## config.mk

```make
export PLATFORM = sky130hd
export DESIGN_NAME = dmem_arbiter
export DESIGN_NICKNAME = d
export VERILOG_FILES = /design/src/rtl/dmem_arb_pkg.sv /design/src/rtl/dmem_arbiter_rd_return_pipe.sv /design/src/rtl/dmem_arbiter.sv
export SDC_FILE = /design/constraint.sdc
export NUM_CORES = 1
export LEC_CHECK = 0
export BUFFER_PORTS_ARGS = -buffer_cell sky130_fd_sc_hd__buf_2
export CAP_MARGIN = 20
export CORE_AREA = 2 2 108 110
export DETAILED_ROUTE_END_ITERATION = 8
export DIE_AREA = 0 0 110 112
export SYNTH_ARGS = -nofsm -noshare
export SYNTH_HDL_FRONTEND = slang
export SYNTH_SLANG_ARGS = --single-unit
```

## constraint.sdc

```tcl
create_clock -name clk -period 2.6 [get_ports clk]
set_input_delay 0.52 -clock clk [delete_from_list [all_inputs] [get_ports clk]]
set_output_delay 0.52 -clock clk [all_outputs]
set_load 0.1 [all_outputs]
```

## src/rtl/dmem_arb_pkg.sv

```systemverilog
// dmem_arb_pkg: port identifiers, read-return tag and the address legality check
// shared by dmem_arbiter and its read-return pipeline.
package dmem_arb_pkg;

    typedef logic port_id_t;

    localparam port_id_t PORT_CPU = 1'b0;
    localparam port_id_t PORT_AUX = 1'b1;

    typedef struct packed {
        logic     valid;
        port_id_t port;
        logic     err;
    } rd_tag_t;

    // Illegal when not word aligned or when any byte-address bit above the word index is set.
    function automatic logic addr_err(input logic [31:0] addr, input int aw);
        logic [31:0] upper;
        upper = addr >> (aw + 2);
        return (addr[1:0] != 2'b00) || (upper != 32'd0);
    endfunction

endpackage

```

## src/rtl/dmem_arbiter_rd_return_pipe.sv

```systemverilog
// rd_return_pipe: RD_LAT-deep shift register carrying one read tag per accepted read,
// aligned with the RAM read latency.
module rd_return_pipe
    import dmem_arb_pkg::*;
#(
    parameter int RD_LAT = 1
) (
    input  logic    clk,
    input  logic    reset,
    input  rd_tag_t tag_in,
    output rd_tag_t tag_out
);

    rd_tag_t stage_q [RD_LAT];
    rd_tag_t stage_d [RD_LAT];

    // Next-state: new tag enters stage 0, older tags move one stage on.
    always_comb begin
        stage_d[0] = tag_in;
        for (int i = 1; i < RD_LAT; i++) begin
            stage_d[i] = stage_q[i-1];
        end
    end

    // Stage registers; reset drops every in-flight read.
    always_ff @(posedge clk) begin
        if (reset) begin
            for (int i = 0; i < RD_LAT; i++) begin
                stage_q[i] <= '0;
            end
        end else begin
            for (int i = 0; i < RD_LAT; i++) begin
                stage_q[i] <= stage_d[i];
            end
        end
    end

    assign tag_out = stage_q[RD_LAT-1];

endmodule

```

## src/rtl/dmem_arbiter.sv

```systemverilog
// dmem_arbiter: round-robin sharing of one single-port data RAM between the CPU (port 0)
// and an auxiliary master (port 1). Define DMEM_ARB_PERF_EN to add the perf counters.
module dmem_arbiter
    import dmem_arb_pkg::*;
#(
    parameter int DW     = 32,
    parameter int AW     = 10,
    parameter int RD_LAT = 1
) (
    input  logic          clk,
    input  logic          reset,
    input  logic          m0_req,
    input  logic          m0_we,
    input  logic [31:0]   m0_addr,
    input  logic [DW-1:0] m0_wdata,
    output logic          m0_gnt,
    output logic          m0_rvalid,
    output logic [DW-1:0] m0_rdata,
    output logic          m0_err,
    input  logic          m1_req,
    input  logic          m1_we,
    input  logic [31:0]   m1_addr,
    input  logic [DW-1:0] m1_wdata,
    output logic          m1_gnt,
    output logic          m1_rvalid,
    output logic [DW-1:0] m1_rdata,
    output logic          m1_err,
    output logic          mem_en,
    output logic          mem_we,
    output logic [AW-1:0] mem_addr,
    output logic [DW-1:0] mem_wdata,
    input  logic [DW-1:0] mem_rdata
`ifdef DMEM_ARB_PERF_EN
    ,
    output logic [31:0]   perf_gnt0,
    output logic [31:0]   perf_gnt1,
    output logic [31:0]   perf_conflict
`endif
);

    port_id_t      last_gnt_q;
    port_id_t      last_gnt_d;
    logic          gnt0_s;
    logic          gnt1_s;
    logic          any_gnt_s;
    logic          err_s;
    port_id_t      sel_port_s;
    logic          sel_we_s;
    logic [31:0]   sel_addr_s;
    logic [DW-1:0] sel_wdata_s;
    rd_tag_t       tag_in_s;
    rd_tag_t       tag_out_s;

    // Grant: a lone requester wins; on conflict the port that did not win last time goes.
    always_comb begin
        if (reset) begin
            gnt0_s = 1'b0;
            gnt1_s = 1'b0;
        end else begin
            gnt0_s = m0_req && (!m1_req || (last_gnt_q == PORT_AUX));
            gnt1_s = m1_req && (!m0_req || (last_gnt_q == PORT_CPU));
        end
        any_gnt_s   = gnt0_s || gnt1_s;
        sel_port_s  = gnt1_s ? PORT_AUX : PORT_CPU;
        sel_we_s    = gnt1_s ? m1_we    : m0_we;
        sel_addr_s  = gnt1_s ? m1_addr  : m0_addr;
        sel_wdata_s = gnt1_s ? m1_wdata : m0_wdata;
        err_s       = any_gnt_s && addr_err(sel_addr_s, AW);
        // Rejected accesses leave the fairness pointer alone.
        last_gnt_d     = (any_gnt_s && !err_s) ? sel_port_s : last_gnt_q;
        tag_in_s.valid = any_gnt_s && !sel_we_s;
        tag_in_s.port  = sel_port_s;
        tag_in_s.err   = err_s;
    end

    // Round-robin pointer; after reset port 0 wins the first conflict.
    always_ff @(posedge clk) begin
        if (reset) begin
            last_gnt_q <= PORT_AUX;
        end else begin
            last_gnt_q <= last_gnt_d;
        end
    end

    rd_return_pipe #(.RD_LAT(RD_LAT)) u_rd_return_pipe (
        .clk     (clk),
        .reset   (reset),
        .tag_in  (tag_in_s),
        .tag_out (tag_out_s)
    );

    assign mem_en    = any_gnt_s && !err_s;
    assign mem_we    = mem_en && sel_we_s;
    assign mem_addr  = mem_en ? sel_addr_s[AW+1:2] : '0;
    assign mem_wdata = mem_en ? sel_wdata_s : '0;

    assign m0_gnt = gnt0_s;
    assign m1_gnt = gnt1_s;
    assign m0_err = gnt0_s && err_s;
    assign m1_err = gnt1_s && err_s;

    // Return data is steered to the tagged port only; rejected reads return zero.
    assign m0_rvalid = !reset && tag_out_s.valid && (tag_out_s.port == PORT_CPU);
    assign m1_rvalid = !reset && tag_out_s.valid && (tag_out_s.port == PORT_AUX);
    assign m0_rdata  = (m0_rvalid && !tag_out_s.err) ? mem_rdata : '0;
    assign m1_rdata  = (m1_rvalid && !tag_out_s.err) ? mem_rdata : '0;

`ifdef DMEM_ARB_PERF_EN
    logic [31:0] perf_gnt0_q;
    logic [31:0] perf_gnt0_d;
    logic [31:0] perf_gnt1_q;
    logic [31:0] perf_gnt1_d;
    logic [31:0] perf_conflict_q;
    logic [31:0] perf_conflict_d;

    function automatic logic [31:0] sat_inc(input logic [31:0] v);
        return (v == 32'hFFFF_FFFF) ? v : v + 32'd1;
    endfunction

    // Saturating event counters.
    always_comb begin
        perf_gnt0_d     = gnt0_s ? sat_inc(perf_gnt0_q) : perf_gnt0_q;
        perf_gnt1_d     = gnt1_s ? sat_inc(perf_gnt1_q) : perf_gnt1_q;
        perf_conflict_d = (m0_req && m1_req) ? sat_inc(perf_conflict_q) : perf_conflict_q;
    end

    // Counter registers, cleared by reset.
    always_ff @(posedge clk) begin
        if (reset) begin
            perf_gnt0_q     <= 32'd0;
            perf_gnt1_q     <= 32'd0;
            perf_conflict_q <= 32'd0;
        end else begin
            perf_gnt0_q     <= perf_gnt0_d;
            perf_gnt1_q     <= perf_gnt1_d;
            perf_conflict_q <= perf_conflict_d;
        end
    end

    assign perf_gnt0     = perf_gnt0_q;
    assign perf_gnt1     = perf_gnt1_q;
    assign perf_conflict = perf_conflict_q;
`endif

endmodule

```

# --- Word level (Yosys, flattened, before mapping) ---
# Memory sizes are Yosys's and may differ from the RTL's.
# Index checks and enable logic that the tools add are counted.
op_classes:
  muxes: 15
  bitwise: 2
  reduce_logical: 26
op_table:
  columns: ["op", "n"]
  rows:
  - ["32-bit two-way mux", 5]
  - ["32-bit nonzero test", 1]
  - ["1-bit logical AND", 13]
  - ["10-bit two-way mux", 1]
  - ["1-bit two-way mux", 8]
  - ["1-bit logical NOT", 6]
  - ["1-bit logical OR", 4]
  - ["3-bit two-way mux", 1]
  - ["3-bit OR reduction", 1]
  - ["1-bit inverter", 2]
  - ["2-bit nonzero test", 1]
word_totals:
  register_bits: 1
  ramBits: 3
  inputBits: 166
  out_inout_bits: 114
  memories: 1
mem_list:
  columns: ["memory", "depth", "width", "rd", "rd_ports_with_merged_regs", "wr", "line_no", "rtl"]
  rows:
  - ["u_rd_return_pipe.stage_q", 1, 3, 1, 0, 1, "dmem_arbiter_rd_return_pipe.sv:14", "rd_tag_t stage_q [RD_LAT];"]

# --- Depth between registers and ports, before layout ---
logic_depth:
  word_depth: 11
  ltp_mapped: 5
  depth_no_buf: 4

# --- By module ---
# A second synthesis with hierarchy kept.
unflattened:
  hier_cells: 174
  hier_area_um2: 1303.8
by_module_without_submodules:
  columns: ["module", "n_inst", "cells_each", "area_each_um2", "seq_area_each_um2"]
  rows:
  - ["dmem_arbiter", 1, 168, 1224.9, 20.0]
  - ["rd_return_pipe", 1, 6, 78.8, 60.1]

# --- Least setup slack after synthesis ---
# Ideal clock, no wire load.
synth_timing:
  path_kind: "in2out"
  start: "input reset"
  end: "output m0_rdata[10]"
  t_arrival_ns: 4.121
  required_time_ns: 2.080
  setup_slack_ns: -2.041
  stages: 4
  n_path_buf: 1
  cell_sequence: "nor3b_1 > nor2b_1 > clkbuf_1 > and2_1"
synth_via:
  elab_chain_cells: 5
synth_lines:
  columns: ["item", "line_no", "rtl"]
  rows:
  - ["from (decl)", "dmem_arbiter.sv:11", "input logic reset,"]
  - ["1-bit logical NOT", "dmem_arbiter.sv:103", "assign m0_rvalid = !reset && tag_out_s.valid && (tag_out_s.port == PORT_CPU);"]
  - ["1-bit logical AND (2 in series)", "dmem_arbiter.sv:103", null]
  - ["1-bit logical AND", "dmem_arbiter.sv:105", "assign m0_rdata = (m0_rvalid && !tag_out_s.err) ? mem_rdata : '0;"]
  - ["32-bit two-way mux", "dmem_arbiter.sv:105", null]
  - ["to (decl)", "dmem_arbiter.sv:18", "output logic [DW-1:0] m0_rdata,"]
# No other way between the ends.

# --- Final worst setup path ---
layout_timing:
  start: "input m1_addr[16]"
  end: "output mem_wdata[26]"
layout_via:
  elab_chain_cells: 7
layout_lines:
  columns: ["item", "line_no", "rtl"]
  rows:
  - ["from (decl)", "dmem_arbiter.sv:22", "input logic [31:0] m1_addr,"]
  - ["32-bit two-way mux", "dmem_arbiter.sv:66", "sel_addr_s = gnt1_s ? m1_addr : m0_addr;"]
  - ["32-bit nonzero test", "dmem_arb_pkg.sv:20", "return (addr[1:0] != 2'b00) || (upper != 32'd0);"]
  - ["1-bit logical OR", "dmem_arb_pkg.sv:20", null]
  - ["1-bit logical AND", "dmem_arbiter.sv:68", "err_s = any_gnt_s && addr_err(sel_addr_s, AW);"]
  - ["1-bit logical NOT", "dmem_arbiter.sv:92", "assign mem_en = any_gnt_s && !err_s;"]
  - ["1-bit logical AND", "dmem_arbiter.sv:92", null]
  - ["32-bit two-way mux", "dmem_arbiter.sv:95", "assign mem_wdata = mem_en ? sel_wdata_s : '0;"]
  - ["to (decl)", "dmem_arbiter.sv:31", "output logic [DW-1:0] mem_wdata,"]
# No other way between the ends.

==> summary.md <==
| Metric | Value |
|---|---|
| Outcome | `complete, no violations` |
| CP max stage cell | `nor4_1` |
| Antenna violations before repair | `0` |
| Final Max Tran Viols | `0` |
| #FFs+latches synth | `4` |
| First-pass GRT wire length | `11,820 um` |
| Pre-antenna DRT Iters | `4` |
| R2R setup slack | `1.26 ns` |
| CTS Sinks | `4` |
| Avg Inst Size Synth | `7.412 sq um` |
| Sw power | `0.0002301 W` |
| Commonest cells post-synth | `and2_1, a22o_1, inv_1` |
| H-tree levels | `1` |
| HP Class | `primary input to flop` |
| Most common cell on crit path | `buf_12` |
| Clock root cell | `clkbuf_16` |
| Share of cells above drive strength 1 | `92.24%` |
| Period utilization | `97.48%` |
| Clock power frac | `36.2%` |
| Via count | `2,447` |
| Chip width | `110 um` |
| Hpwl dp | `7491 um` |
| DR iter-0 viols | `63` |
| Peak Freq | `0.3945 GHz` |
| # port buffers | `279` |
| Comb pwr share | `53.4%` |
| P_leak | `2.297 nW` |
| Setup CP Type | `primary input to output pin` |
| Startpoint types | `primary input` |
| Pre-CTS setup slack | `0.06523 ns` |
| Mapped Nets | `336` |
| RSZ-0062 raised after global routing | `true` |
| Worst Path Max Fanout | `41` |
| Crit path cell chain | `buf_2 > nor4_1 > nand4_1 > nor3_4 > buf_12 > a22o_2 > buf_12` |
| Max_cap viols | `0` |
| Slowest stage delay, CP | `0.27 ns` |
| Final Worst Setup Slack | `0.06543 ns` |
| VDD IR max | `0.0001264 V` |
| Number of global-route vias before repair | `2,502` |
| Effective utilization at floorplan | `11.28%` |
| Worst-skew pair later-pin latency | `0.22 ns` |
| Core box area | `11,170 sq um` |
| Crit path launch | `m1_addr[16]` |
| Ant. Diodes | `0` |
| Mapped Cells | `170` |
| Drt total wl | `8557 um` |
| Critical Path AT | `2.01 ns` |
| Fin. Hold Viols | `0` |
| Gpl congestion | `0.7521` |
| DRC | `0` |
| Total power per unit cell area | `133.4 nW/um^2` |
| Critical R2R Launch | `last_gnt_q$_SDFFE_PP1P_` |
| Mean routed wirelength per cell | `14.41 um` |
| Post-synth EDFFs | `0` |
| Area of the multi-input gates | `1305 sq um` |
| Mapped cell area | `1260 sq um` |
| Cts hold-fix bufs | `0` |
| Count leader, synth | `and2_1` |
| Top post-synthesis cells by area | `and2_1, a22o_1, dfxtp_1, nor4_2, buf_6` |
| Primary FF master, synth | `dfxtp_1` |
| Dominant cell type by area after synthesis | `and2_1` |
| Inst Count DP | `585` |
| Cts bufs inserted | `3` |
| Die Height | `112 um` |
| Site row count | `39` |
| Hold path start | `reset` |
| Post-synth ARST share | `0%` |
| Non-Filler Instances | `594` |
| Largest net degree at the start of global routing | `44` |
| GR Overflow Total | `0` |
| Gr usage total | `11.90%` |
| Seq pwr share | `10.4%` |
| Worst-Margin Slew | `0.5273 ns` |
| Register Area | `80.08 sq um` |
| Die ar. | `12,320 sq um` |
| Synthesis Warnings | `0` |
| # fillers | `1,037` |
| Endpoints failing setup | `0` |
| Final-stage net count | `619` |
| Synth-to-layout area growth | `286.3%` |
| Worst EP required | `2.08 ns` |
| Antenna viol nets, final | `0` |
| Synth top area share | `32.27%` |
| Synth cell types | `29` |
| Max-slew headroom | `65.09%` |
| Vias per cell | `4.120` |
| Max Buffers Root-to-Sink | `2` |
| Register area share after synthesis | `6.356%` |
| Layout Skew | `0.0005606 ns` |
| CTS tree | `yes` |
| Power Internal | `0.0004190 W` |
| Tmin final | `2.535 ns` |
| Top Ports | `280` |
| Crit. End Element | `output pin` |
| Reg clk slew, reported paths | `0.03 ns` |
| Net Sw Frac | `35.45%` |
-- sequential cells by signal, summed over array words and instances (netlist names) --
name	count
last_gnt_q	1
u_rd_return_pipe.stage_q	3
-- worst max-delay path, delay by kind of cell --
family / cells / cell delay (ns)
AND/OR/NAND/NOR: 3 / 0.75
AO/OA/AOI/OAI: 1 / 0.21
buffers and inverters: 3 / 0.49
-- final timing paths --
path                                           endpoint  cells after the start
worst max-delay path                      mem_wdata[26]                      7
worst min-delay path            last_gnt_q$_SDFFE_PP1P_                      2
worst max register to register  last_gnt_q$_SDFFE_PP1P_                      5
worst min register to register  last_gnt_q$_SDFFE_PP1P_                      2
-- cell usage in the layout, fill, tap and decap left out, types with 3 or more instances in the layout --
cell | Yosys | layout
a22o_2 | 0 | 43
and2_2 | 0 | 20
and2_4 | 0 | 44
buf_12 | 0 | 113
buf_2 | 4 | 170
buf_4 | 0 | 7
clkbuf_16 | 0 | 4
dfxtp_1 | 4 | 4
inv_1 | 7 | 7
nand2_1 | 4 | 4
nor2_1 | 4 | 4
nor4_1 | 4 | 4
nor4_2 | 5 | 3
nor4_4 | 1 | 3
-- per-layer routing --
metal | up-vias | share of wire (%) | routed length, um | track usage, %
li1 | 1183 | - | - | -
met1 | 1096 | 31 | 2623 | 11.17
met2 | 160 | 57 | 4902 | 24.87
met3 | 8 | 11 | 925 | 2.927
met4 | 0 | 1.2 | 106 | 2.194
met5 | - | 0 | 0 | 0
-- power by group through the flow --
stage | Clock [W] | Sequential, W | Combinational, W
after global placement | 0 | 0.0000679 | 0.000340
after detailed placement | 0 | 0.0000681 | 0.000344
after CTS | 0.000238 | 0.0000673 | 0.000345
final | 0.000235 | 0.0000672 | 0.000347
after global routing | 0.000245 | 0.0000677 | 0.000367
after floorplan | 0 | 0.0000674 | 0.000144
-- final cells by class --
cell class	instances	share of cell area, %
clock buffer	3	1.542
tap	143	3.676
timing repair buffer	292	65.78
sequential	4	1.645
inverter	7	0.5398
multi-input combinational	145	26.81
-- timing repair --
action | CTS | global route
endpoints found under the hold margin | 0 | 0
setup endpoints to repair | 0 | 43
setup buffers | 0 | 4
resized for setup | 0 | 2
-- metrics by stage --
step                total power (W)  util (%)  area [sq um]   TNS (ns)  hold WS, ns
global placement          0.0004077     42.13          4708          0       0.6037
global route              0.0006789     43.56          4867  -0.002904       0.5954
finish                    0.0006492     43.56          4867          0       0.5760
floorplan                 0.0002117         -          1496     -4.369       0.5681
CTS                       0.0006502     42.81          4783          0       0.5830
detailed placement        0.0004125     42.13          4708          0       0.6294
-- kinds of logic (layout without fill, tap and decap cells) --
logic type             after synthesis  in the layout  synth area share, %
AOI/OAI and AO/OA                   50             50                33.96
buffers and inverters               21            302                9.037
DFF                                  4              4                6.356
and+or+nand+nor                     95             95                50.65
No activity file was read; power rests on OpenSTA's default activity.
